<file path="src/rtl/imu_poll_ctrl_if.sv">
// imu_poll_ctrl_if: bus between the accelerometer sequencer and the 8-bit SPI transaction engine.
//   addr/wdata/read : transaction descriptor, stable from the enable pulse until done
//   enable          : one-cycle start pulse to the engine
//   done/rdata      : one-cycle completion strobe; rdata is valid in the same cycle
interface imu_poll_ctrl_if;
    logic [7:0] addr;
    logic [7:0] wdata;
    logic       read;
    logic       enable;
    logic       done;
    logic [7:0] rdata;
    modport master (output addr, wdata, read, enable, input done, rdata);
    modport slave  (input addr, wdata, read, enable, output done, rdata);
endinterface

</file>
<file path="src/rtl/imu_poll_ctrl.sv">
// imu_poll_ctrl: checks the accelerometer ID, writes two config registers, then polls X/Y/Z every POLL_DIV cycles.
//   clk, reset          : clock, synchronous active-high reset
//   run                 : polling enable; when low, the current burst finishes and the next one is held
//   spi                 : master side of the SPI transaction engine
//   accel_x/y/z         : latest signed 16-bit sample {H,L}
//   sample_valid        : one-cycle pulse when all three axes update
//   busy                : a transaction is outstanding
//   id_err              : sticky ID mismatch flag, cleared by a good ID read
module imu_poll_ctrl #(
    parameter int         POLL_DIV  = 50000,
    parameter logic [7:0] ID_ADDR   = 8'h0F,
    parameter logic [7:0] ID_VAL    = 8'h33,
    parameter logic [7:0] CFG1_ADDR = 8'h20,
    parameter logic [7:0] CFG1_DATA = 8'h57,
    parameter logic [7:0] CFG2_ADDR = 8'h23,
    parameter logic [7:0] CFG2_DATA = 8'h08,
    parameter logic [7:0] DATA_ADDR = 8'h28
) (
    input  logic                  clk,
    input  logic                  reset,
    input  logic                  run,
    imu_poll_ctrl_if.master       spi,
    output logic [15:0]           accel_x,
    output logic [15:0]           accel_y,
    output logic [15:0]           accel_z,
    output logic                  sample_valid,
    output logic                  busy,
    output logic                  id_err
);
    localparam int CW = $clog2(POLL_DIV + 1);
    localparam logic [CW-1:0] CNT_LAST = CW'(POLL_DIV - 1);

    typedef enum logic [3:0] {
        ID_ISSUE, ID_WAIT, CFG1_ISSUE, CFG1_WAIT, CFG2_ISSUE, CFG2_WAIT,
        IDLE_WAIT, RD_ISSUE, RD_WAIT, PUBLISH, ERR_WAIT
    } state_t;

    state_t        state;
    logic [CW-1:0] cnt;
    logic [2:0]    idx;
    logic [7:0]    rd_buf [6];
    logic          is_issue, is_wait, iss_read, done_ok;
    logic [7:0]    iss_addr, iss_wdata;

    always_comb begin
        is_issue  = state inside {ID_ISSUE, CFG1_ISSUE, CFG2_ISSUE, RD_ISSUE};
        is_wait   = state inside {ID_WAIT, CFG1_WAIT, CFG2_WAIT, RD_WAIT};
        iss_addr  = state == ID_ISSUE   ? ID_ADDR   :
                    state == CFG1_ISSUE ? CFG1_ADDR :
                    state == CFG2_ISSUE ? CFG2_ADDR : DATA_ADDR + {5'd0, idx};
        iss_wdata = state == CFG1_ISSUE ? CFG1_DATA :
                    state == CFG2_ISSUE ? CFG2_DATA : 8'h00;
        iss_read  = !(state inside {CFG1_ISSUE, CFG2_ISSUE});
        // busy is only set one cycle after the enable pulse, so a stale done
        // left over from before a reset can never complete a new transaction
        done_ok   = busy && spi.done;
    end

    always_ff @(posedge clk) begin
        if (reset) begin
            state        <= ID_ISSUE;
            spi.enable   <= 1'b0;
            spi.read     <= 1'b0;
            spi.addr     <= 8'h00;
            spi.wdata    <= 8'h00;
            accel_x      <= 16'h0000;
            accel_y      <= 16'h0000;
            accel_z      <= 16'h0000;
            sample_valid <= 1'b0;
            busy         <= 1'b0;
            id_err       <= 1'b0;
            cnt          <= '0;
            idx          <= 3'd0;
        end else begin
            spi.enable   <= is_issue;
            sample_valid <= 1'b0;
            if (is_issue) begin
                spi.addr  <= iss_addr;
                spi.wdata <= iss_wdata;
                spi.read  <= iss_read;
            end
            if (is_wait)
                busy <= !done_ok;
            case (state)
                ID_ISSUE:   state <= ID_WAIT;
                CFG1_ISSUE: state <= CFG1_WAIT;
                CFG2_ISSUE: state <= CFG2_WAIT;
                RD_ISSUE:   state <= RD_WAIT;
                ID_WAIT: if (done_ok) begin
                    id_err <= spi.rdata != ID_VAL;
                    state  <= spi.rdata == ID_VAL ? CFG1_ISSUE : ERR_WAIT;
                    cnt    <= '0;
                end
                CFG1_WAIT: if (done_ok) state <= CFG2_ISSUE;
                CFG2_WAIT: if (done_ok) begin
                    state <= IDLE_WAIT;
                    cnt   <= '0;
                end
                // counter saturates at its last value while run is low
                IDLE_WAIT: if (cnt != CNT_LAST) cnt <= cnt + 1'b1;
                    else if (run) begin
                        state <= RD_ISSUE;
                        idx   <= 3'd0;
                    end
                RD_WAIT: if (done_ok) begin
                    rd_buf[idx] <= spi.rdata;
                    idx         <= idx + 3'd1;
                    state       <= idx == 3'd5 ? PUBLISH : RD_ISSUE;
                end
                PUBLISH: begin
                    accel_x      <= {rd_buf[1], rd_buf[0]};
                    accel_y      <= {rd_buf[3], rd_buf[2]};
                    accel_z      <= {rd_buf[5], rd_buf[4]};
                    sample_valid <= 1'b1;
                    cnt          <= '0;
                    state        <= IDLE_WAIT;
                end
                ERR_WAIT: if (cnt != CNT_LAST) cnt <= cnt + 1'b1;
                    else begin
                        cnt   <= '0;
                        state <= ID_ISSUE;
                    end
                default: state <= ID_ISSUE;
            endcase
        end
    end
endmodule

</file>
<file path="src/flat_wrapper.sv">
// flat-port wrapper written by rule: the top's interface ports become plain ports
module imu_poll_ctrl_flat 
#(
    parameter int         POLL_DIV  = 50000,
    parameter logic [7:0] ID_ADDR   = 8'h0F,
    parameter logic [7:0] ID_VAL    = 8'h33,
    parameter logic [7:0] CFG1_ADDR = 8'h20,
    parameter logic [7:0] CFG1_DATA = 8'h57,
    parameter logic [7:0] CFG2_ADDR = 8'h23,
    parameter logic [7:0] CFG2_DATA = 8'h08,
    parameter logic [7:0] DATA_ADDR = 8'h28
)
  (clk, reset, run, accel_x, accel_y, accel_z, sample_valid, busy, id_err, spi_addr, spi_wdata, spi_read, spi_enable, spi_done, spi_rdata);
  imu_poll_ctrl_if spi_i ();
  input  logic clk;
  input  logic reset;
  input  logic run;
  output logic [15:0] accel_x;
  output logic [15:0] accel_y;
  output logic [15:0] accel_z;
  output logic sample_valid;
  output logic busy;
  output logic id_err;
  output wire logic [$bits(spi_i.addr)-1:0] spi_addr;
  output wire logic [$bits(spi_i.wdata)-1:0] spi_wdata;
  output wire logic [$bits(spi_i.read)-1:0] spi_read;
  output wire logic [$bits(spi_i.enable)-1:0] spi_enable;
  input wire logic [$bits(spi_i.done)-1:0] spi_done;
  input wire logic [$bits(spi_i.rdata)-1:0] spi_rdata;
  assign spi_addr = spi_i.addr;
  assign spi_wdata = spi_i.wdata;
  assign spi_read = spi_i.read;
  assign spi_enable = spi_i.enable;
  assign spi_i.done = spi_done;
  assign spi_i.rdata = spi_rdata;
  imu_poll_ctrl #(.POLL_DIV(POLL_DIV), .ID_ADDR(ID_ADDR), .ID_VAL(ID_VAL), .CFG1_ADDR(CFG1_ADDR), .CFG1_DATA(CFG1_DATA), .CFG2_ADDR(CFG2_ADDR), .CFG2_DATA(CFG2_DATA), .DATA_ADDR(DATA_ADDR)) u_core (.clk(clk), .reset(reset), .run(run), .spi(spi_i), .accel_x(accel_x), .accel_y(accel_y), .accel_z(accel_z), .sample_valid(sample_valid), .busy(busy), .id_err(id_err));
endmodule
</file>
<file path="config.mk">
export PLATFORM = sky130hd
export DESIGN_NAME = imu_poll_ctrl_flat
export DESIGN_NICKNAME = d
export VERILOG_FILES = /design/src/rtl/imu_poll_ctrl_if.sv /design/src/rtl/imu_poll_ctrl.sv /design/src/flat_wrapper.sv
export SDC_FILE = /design/constraint.sdc
export NUM_CORES = 1
export LEC_CHECK = 0
export ABC_AREA = 1
export ABC_CLOCK_PERIOD_IN_PS = 2820
export CAP_MARGIN = 20
export CORE_MARGIN = 3
export CORE_UTILIZATION = 40
export CTS_CLUSTER_DIAMETER = 150
export DETAILED_ROUTE_END_ITERATION = 10
export SYNTH_ARGS = -nofsm -noshare
export SYNTH_HDL_FRONTEND = slang
export SYNTH_SLANG_ARGS = --single-unit
export TNS_END_PERCENT = 10
</file>
<file path="constraint.sdc">
create_clock -name clk -period 2.82 [get_ports clk]
set_clock_uncertainty 0.2 [all_clocks]
set_input_delay 0.564 -clock clk [delete_from_list [all_inputs] [get_ports clk]]
set_output_delay 0.564 -clock clk [all_outputs]
set_load 0.005 [all_outputs]
</file>
* Yosys cells after proc, flatten, opt, wreduce, memory -nomap -nowiden
Memory sizes are Yosys's and may differ from the RTL's. A register that Yosys moved wholly into a read port is not among the register bits.
Cells that the tools add are included.
** Operators by class
- Reductions and logical operators :: 14
- Add/subtract/negate cells :: 3
- Mux-type cells :: 28
- Equal/unequal tests :: 23
** Operators with widths (number)
- 16-bit one-hot mux with 4 select lines :: 1
- 16-bit two-way mux :: 3
- 4-bit one-hot mux with 11 select lines :: 1
- 4-bit two-way mux :: 10
- 8-bit two-way mux :: 4
- 16-bit by 1-bit adder with 16-bit output, second input constant :: 1
- 4-bit by 3-bit == test with 1-bit output, second input constant :: 4
- 16-bit != test, second input constant :: 1
- 4-bit == test, second input constant :: 3
- 2-bit by 1-bit != test with 1-bit output, second input constant :: 6
- 4-bit nonzero test :: 3
- 3-bit two-way mux :: 3
- 4-bit by 2-bit == test with 1-bit output, second input constant :: 2
- 8-bit by 6-bit == test with 1-bit output, second input constant :: 1
- 8-bit by 6-bit != test with 1-bit output, second input constant :: 1
- 6-bit by 3-bit adder with 7-bit output, first input constant :: 1
- 7-bit AND reduction :: 1
- 2-bit != test, second input constant :: 3
- 3-bit one-hot mux with 2 select lines :: 1
- 1-bit two-way mux :: 5
- 4-bit by 1-bit == test with 1-bit output, second input constant :: 1
- 4-bit zero test :: 1
- 4-bit AND reduction :: 1
- 2-bit nonzero test :: 2
- 7 further kinds :: 8
** Storage, ports and cells
- Output and inout bits :: 69
- Input bits :: 12
- Logic and storage cells :: 79
- Bits in registers :: 44
- Memory bits (writable) :: 48
- Memories :: 1
** Memories
- u_core.rd_buf :: depth 6, bits a word 8, read ports 6, clocked after Yosys merged registers in 6, wr ports 1, line imu_poll_ctrl.sv:41 : logic [7:0] rd_buf [6];

* Depth between registers and ports, before layout
Gate-level depths: netlist (run 1).
- Depth in word-level cells :: 5
- Mapped depth :: 11
- Depth with buffers taken out :: 11

* Least setup slack after synthesis (run 1)
No wires, ideal clock.
- Kind :: register to register
- Start :: register u_core.state[3]
- End :: memory u_core.rd_buf[0][0], enable pin
- Stages on the path, launching flop included :: 9
- Data arrival time :: 1652 ps
- Buffers on the path :: 0
- Period minus slack after synthesis :: 2235 ps
- Slack :: 585 ps
- Cell sequence :: dfxtp_1 -> inv_2 -> nor2_2 -> nand2_1 -> nor2_1 -> inv_1 -> nor2_1 -> nand2_1 -> nor3_1
** Between the ends
- Longest elaborated chain between the ends :: 4
** RTL lines
- from (decl) :: line imu_poll_ctrl.sv:38 : state_t state;
- from (signal assigned) :: line imu_poll_ctrl.sv:91 : state <= spi.rdata == ID_VAL ? CFG1_ISSUE : ERR_WAIT;
- from (signal assigned) :: line imu_poll_ctrl.sv:108 : state <= idx == 3'd5 ? PUBLISH : RD_ISSUE;
- 4-bit == test :: line imu_poll_ctrl.sv:84 : case (state)
- 1-bit two-way mux :: line imu_poll_ctrl.sv:84
- 1-bit two-way mux :: line imu_poll_ctrl.sv:60 : if (reset) begin
- 1-bit two-way mux (not written as such) :: line imu_poll_ctrl.sv:106 : rd_buf[idx] <= spi.rdata;
- to (decl) :: line imu_poll_ctrl.sv:41
Every way passes these cells.

* Worst setup path in the final report (run 1)
- Start :: register u_core.state[3]
- End :: memory u_core.rd_buf[5][7], enable pin
Same word-level chain as after synthesis.

==> results_dict.tcl, run 1 <==
set metrics [dict create \
    maxCapViolCount 0 \
    cts_tree "yes" \
    postRouteWirelength_mm 11.5 \
    worstPathRequired_ns 2.74 \
    grt_max_degree 50 \
    min_period_over_period 0.766 \
    grt_pass1_wl_mm 18.6 \
    setup-tns-final_ns 0 \
    synth_cell_types 33 \
    crit_fanout 8 \
    dieArea_um2 14400 \
    numCtsBuffers 17 \
    root_buffer "clkbuf_16" \
    endpoint_kind "flip-flop" \
    cts_resized 0 \
    synthCells 591 \
    status "finished clean" \
    cts_max_path_buffers 2 \
    relSlewSlack 0.623 \
    clock_latency_ns 0.41 \
    worstPathArrival_ns 2.08 \
    cts.clk_slew.worst_paths_ns 0.06 \
    crit_path_start "u_core.state[3]" \
    holdCritStartpoint "u_core.spi.wdata[3]" \
    io_buffers 75 \
    period_minus_slack_ns 2.16 \
    path_class "flip-flop to flip-flop" \
    ant_nets 0 \
    wl_per_cell_um 13.3 \
    die_h_um 120 \
    rows 41 \
    viasPerCell 4.71 \
    syn_to_final_growth_pct 30.3 \
    vias 4072 \
    syn_avg_cell_area_um2 8.82 \
    yosysSeqAreaShare 0.595 \
    maxSlewViolCount 0 \
    p_per_area_nw_per_um2 808 \
    ys_ff_latch 131 \
    antenna_found_initial 0 \
    die_x_um 120 \
    io_pins 81 \
    gp_congestion 0.864 \
    clock-sinks 131 \
    overflow 0 \
    hold_viol 0 \
    hold_path.class "flip-flop to flip-flop" \
    grt_pass1_vias 3808 \
    place_hpwl_mm 8.12 \
    rr_startpoint "u_core.state[3]" \
    setup_viol 0 \
    fmax_ghz 0.463 \
    tightest_slew_ns 0.566 \
    synthesis.area_um2 5220 \
    ir_drop_mv 0.537 \
    initialDrtViolationCount 264 \
    critPathLaunchType "flip-flop" \
    whs_ns 0.264 \
    power.leakage_nw 2.56 \
    ys_warn_count 0 \
    dr.pass1.iters 4 \
    finalNetCount 694 \
    drc 0 \
    cts_hold_buf 0 \
    core_region_area_um2 12700 \
    drive_above_1_share 0.0997 \
    rsz0062_at_grt "no" \
    antenna_cells 0 \
    postCtsSetupRepairBufs 0 \
    grt_usage 0.163 \
    initial_core_util 0.412 \
    cts_max_level 4 \
]
-- layer usage --
layer / share of wire / track usage
met3: 0.052 / 0.0510
met2: 0.48 / 0.263
met4: 0.0078 / 0.0508
met5: 0 / 0
met1: 0.46 / 0.210
-- registers in the layout, summed over array words and instances, names as in the netlist --
name,flops
u_core.rd_buf,48
accel_x,16
accel_y,16
accel_z,16
u_core.cnt,16
u_core.spi.addr,5
u_core.state,4
u_core.idx,3
u_core.spi.wdata,2
u_core.busy,1
u_core.id_err,1
u_core.sample_valid,1
u_core.spi.enable,1
u_core.spi.read,1
-- cells in the mapped netlist, drive strengths merged --
cell	instances	area, µm²
a211oi	1	7.51
a21oi	24	120
buf	14	98.8
clkbuf	14	52.6
clkinv	2	8.75
conb	1	3.75
dfxtp	83	1660
edfxtp	48	1440
ha	3	37.5
inv	41	154
nand2	82	330
nand3	23	128
nand3b	1	7.51
nand4	10	62.6
nor2	156	629
nor3	16	80.1
o211ai	4	30.0
o21ai	62	314
o21bai	2	15.0
or2	1	6.26
xnor2	1	8.76
xor2	2	17.5
-- metrics by stage --
stage | setup slack [ns] | util | power, mW | instance area (µm²) | std cells
after floorplan | 0.585 | - | 2.94 | 5230 | 595
after global placement | 0.382 | 0.490 | 3.37 | 6200 | 832
after detailed placement | 0.350 | 0.490 | 3.39 | 6200 | 832
after CTS | 0.646 | 0.536 | 5.54 | 6790 | 864
after global routing | 0.412 | 0.536 | 5.80 | 6790 | 864
final | 0.659 | 0.536 | 5.49 | 6790 | 864
-- cell usage in the layout (no fill, tap or decap), types with 6 or more instances in the layout --
master           Yosys  layout
nand2_2              6       6
a21oi_1             24      24
nand4_1             10      10
clkbuf_16            0      17
nor3_1              16      16
inv_1               38      38
nand3_1             22      22
dfxtp_1             83      83
nand2_1             75      75
clkdlybuf4s50_1      0      75
nor2_1             148     148
o21ai_0             61      61
buf_4                9      16
edfxtp_1            48      48
-- logic make-up after synthesis --
| group | count (synthesis) | synth area share |
|---|---|---|
| XOR/XNOR | 3 | 0.00504 |
| AO/OA/AOI/OAI | 93 | 0.0933 |
| AND/OR/NAND/NOR | 289 | 0.238 |
| other | 1 | 0.000719 |
| buffers and inverters | 71 | 0.0602 |
| flip-flops | 131 | 0.595 |
| adder cells (fa/ha/maj) | 3 | 0.00720 |
-- power by group --
part | internal [mW] | switching (mW)
registers | 2.12 | 0.0988
clock network | 1.35 | 0.803
logic | 0.497 | 0.627
total | 3.96 | 1.53
-- worst max-delay path: stages, from the launching register on --
cell and delay (ns):
dfxtp_1 0.37, inv_2 0.07, nor2_2 0.17, nand2_1 0.20, nor2_1 0.15, inv_1 0.07, nor2_1 0.14, nand2_1 0.11
nor3_1 0.18, buf_4 0.21
-- layout make-up --
cell class / count / area (µm²)
fill: 1183 / 5880
multi-input combinational: 393 / 1810
tap: 172 / 215
clock inverter: 12 / 131
timing repair buffer: 93 / 911
sequential: 131 / 3100
clock buffer: 20 / 457
inverter: 43 / 163
-- final timing paths --
kind,end,slack (ns),cells past startpoint
worst max register to register,u_core.rd_buf[5][7],0.66,9
worst min register to register,u_core.spi.wdata[3],0.26,2
worst min-delay path,u_core.spi.wdata[3],0.26,2
worst max-delay path,u_core.rd_buf[5][7],0.66,9
Note: power is estimated with default switching activity, not from simulation.
==> run 2, diff against run 1 <==
--- a/config.mk
+++ b/config.mk
@@ -6,7 +6,7 @@
 export NUM_CORES = 1
 export LEC_CHECK = 0
 export ABC_AREA = 1
-export ABC_CLOCK_PERIOD_IN_PS = 2820
+export ABC_CLOCK_PERIOD_IN_PS = 1750
 export CAP_MARGIN = 20
 export CORE_MARGIN = 3
 export CORE_UTILIZATION = 40
==> constraint.sdc (replaced) <==
create_clock -name clk -period 1.75 [get_ports clk]
set_clock_uncertainty 0.2 [all_clocks]
set_input_delay 0.35 -clock clk [delete_from_list [all_inputs] [get_ports clk]]
set_output_delay 0.35 -clock clk [all_outputs]
set_load 0.005 [all_outputs]
==> results_dict.tcl, run 2 (synthesized netlist as in run 1, its figures left out) <==
set metrics [dict create \
    root_buffer "clkbuf_16" \
    final.setup.worst_slack_ns -0.0877 \
    syn_to_final_growth_pct 47.6 \
    vias 4439 \
    antenna_cells 0 \
    setup-tns-final_ns -2.84 \
    viasPerCell 4.74 \
    drive_above_1_share 0.269 \
    io_buffers 75 \
    worstPathArrival_ns 1.93 \
    ir_drop_mv 0.727 \
    cts_tree "yes" \
    path_class "flip-flop to flip-flop" \
    grt_max_degree 52 \
    dr.pass1.iters 5 \
    period_minus_slack_ns 1.84 \
    critPathLaunchType "flip-flop" \
    final_cell_mix "138 x nor2_1, 72 x dfxtp_1, 71 x buf_4" \
    hold_path.class "flip-flop to flip-flop" \
    fmax_ghz 0.544 \
    gp_congestion 0.850 \
    initialDrtViolationCount 284 \
    core_region_area_um2 12700 \
    postRouteWirelength_mm 12.7 \
    rows 41 \
    holdPathStages 2 \
    power.leakage_nw 3.29 \
    grt_pass1_vias 4187 \
    drc 0 \
    die_x_um 120 \
    whs_ns 0.258 \
    ant_nets 0 \
    io_pins 81 \
    rsz0062_at_grt "yes" \
    cts_max_level 4 \
    dieArea_um2 14400 \
    r2r_cells 11 \
    antenna_found_initial 0 \
    clock_latency_ns 0.41 \
    top_register "u_core.rd_buf" \
    maxSlewViolCount 0 \
    clock-sinks 131 \
    pre_cts_ws_ns -0.566 \
    finalNetCount 767 \
    setup_viol 61 \
    largest_register_ffs 48 \
    numCtsBuffers 17 \
    failed_checks "negative setup slack" \
    wl_per_cell_um 13.6 \
    maxCapViolCount 0 \
    die_h_um 120 \
    cts_max_path_buffers 2 \
    place_hpwl_mm 8.79 \
    p_per_area_nw_per_um2 1210 \
    min_period_over_period 1.05 \
    cts.clk_slew.worst_paths_ns 0.05 \
    overflow 0 \
    endpoint_kind "flip-flop" \
    worstPathRequired_ns 1.85 \
    layout_commonest_cell "nor2_1" \
    crit_fanout 5 \
    status "finished, violations left" \
    grt_usage 0.174 \
    initial_core_util 0.412 \
    grt_pass1_wl_mm 19.9 \
    hold_viol 0 \
]
==> run 2: layer usage <==
layer / up-vias / part of all wire / global-route usage
li1: 2272 / - / -
met1: 2057 / 0.45 / 0.218
met2: 98 / 0.50 / 0.296
met3: 12 / 0.040 / 0.0440
met4: 0 / 0.013 / 0.0558
met5: - / 0 / 0
==> run 2: worst max-delay path, stage by stage (launching register included) <==
cell and delay (ns):
dfxtp_2 0.34, buf_6 0.12, inv_4 0.03, nor2_4 0.18, nand2_4 0.11, nand2_4 0.09, nor2_4 0.05, nor2_8 0.17
buf_4 0.15, nand2_4 0.07, nor3_1 0.14, nor2_1 0.07
==> run 2: final timing paths <==
path / slack [ns] / start / end
max: -0.09 / u_core.state[0] / u_core.cnt[7]
min: 0.26 / accel_y[6] / accel_y[6]
max reg2reg: -0.09 / u_core.state[0] / u_core.cnt[7]
min reg2reg: 0.26 / accel_y[6] / accel_y[6]
==> run 2: what timing repair did <==
item	in CTS	in global routing
resized for setup	82	73
buffers inserted	1	9
hold buffers	0	0
endpoints found under the setup margin	168	110
gates cloned	0	1
pin swaps	5	39
==> run 2: metrics by stage <==
step | cell area (µm²) | utilization | total power, mW | cells
after floorplan | 5320 | - | 4.78 | 595
after global placement | 6860 | 0.542 | 5.88 | 894
after detailed placement | 6860 | 0.542 | 5.91 | 894
after CTS | 7370 | 0.582 | 8.98 | 927
after global routing | 7700 | 0.607 | 9.84 | 937
final | 7700 | 0.607 | 9.34 | 937
==> run 2: area by class of cell <==
| type | instances | area (µm²) |
|---|---|---|
| inverters | 43 | 176 |
| fillers | 1098 | 4970 |
| clock inverters | 10 | 85.1 |
| repair buffers | 165 | 1510 |
| flip-flops and latches | 131 | 3120 |
| clock buffers | 22 | 444 |
| multi-input cells | 394 | 2150 |
| well taps | 172 | 215 |
==> run 2: report_power, final <==
group / switching, mW / total [mW] / internal [mW] / leakage (nW)
logic: 1.39 / 2.62 / 1.24 / 1.93
registers: 0.127 / 3.55 / 3.42 / 1.11
clock network: 1.24 / 3.17 / 1.94 / 0.253
total: 2.75 / 9.34 / 6.60 / 3.29
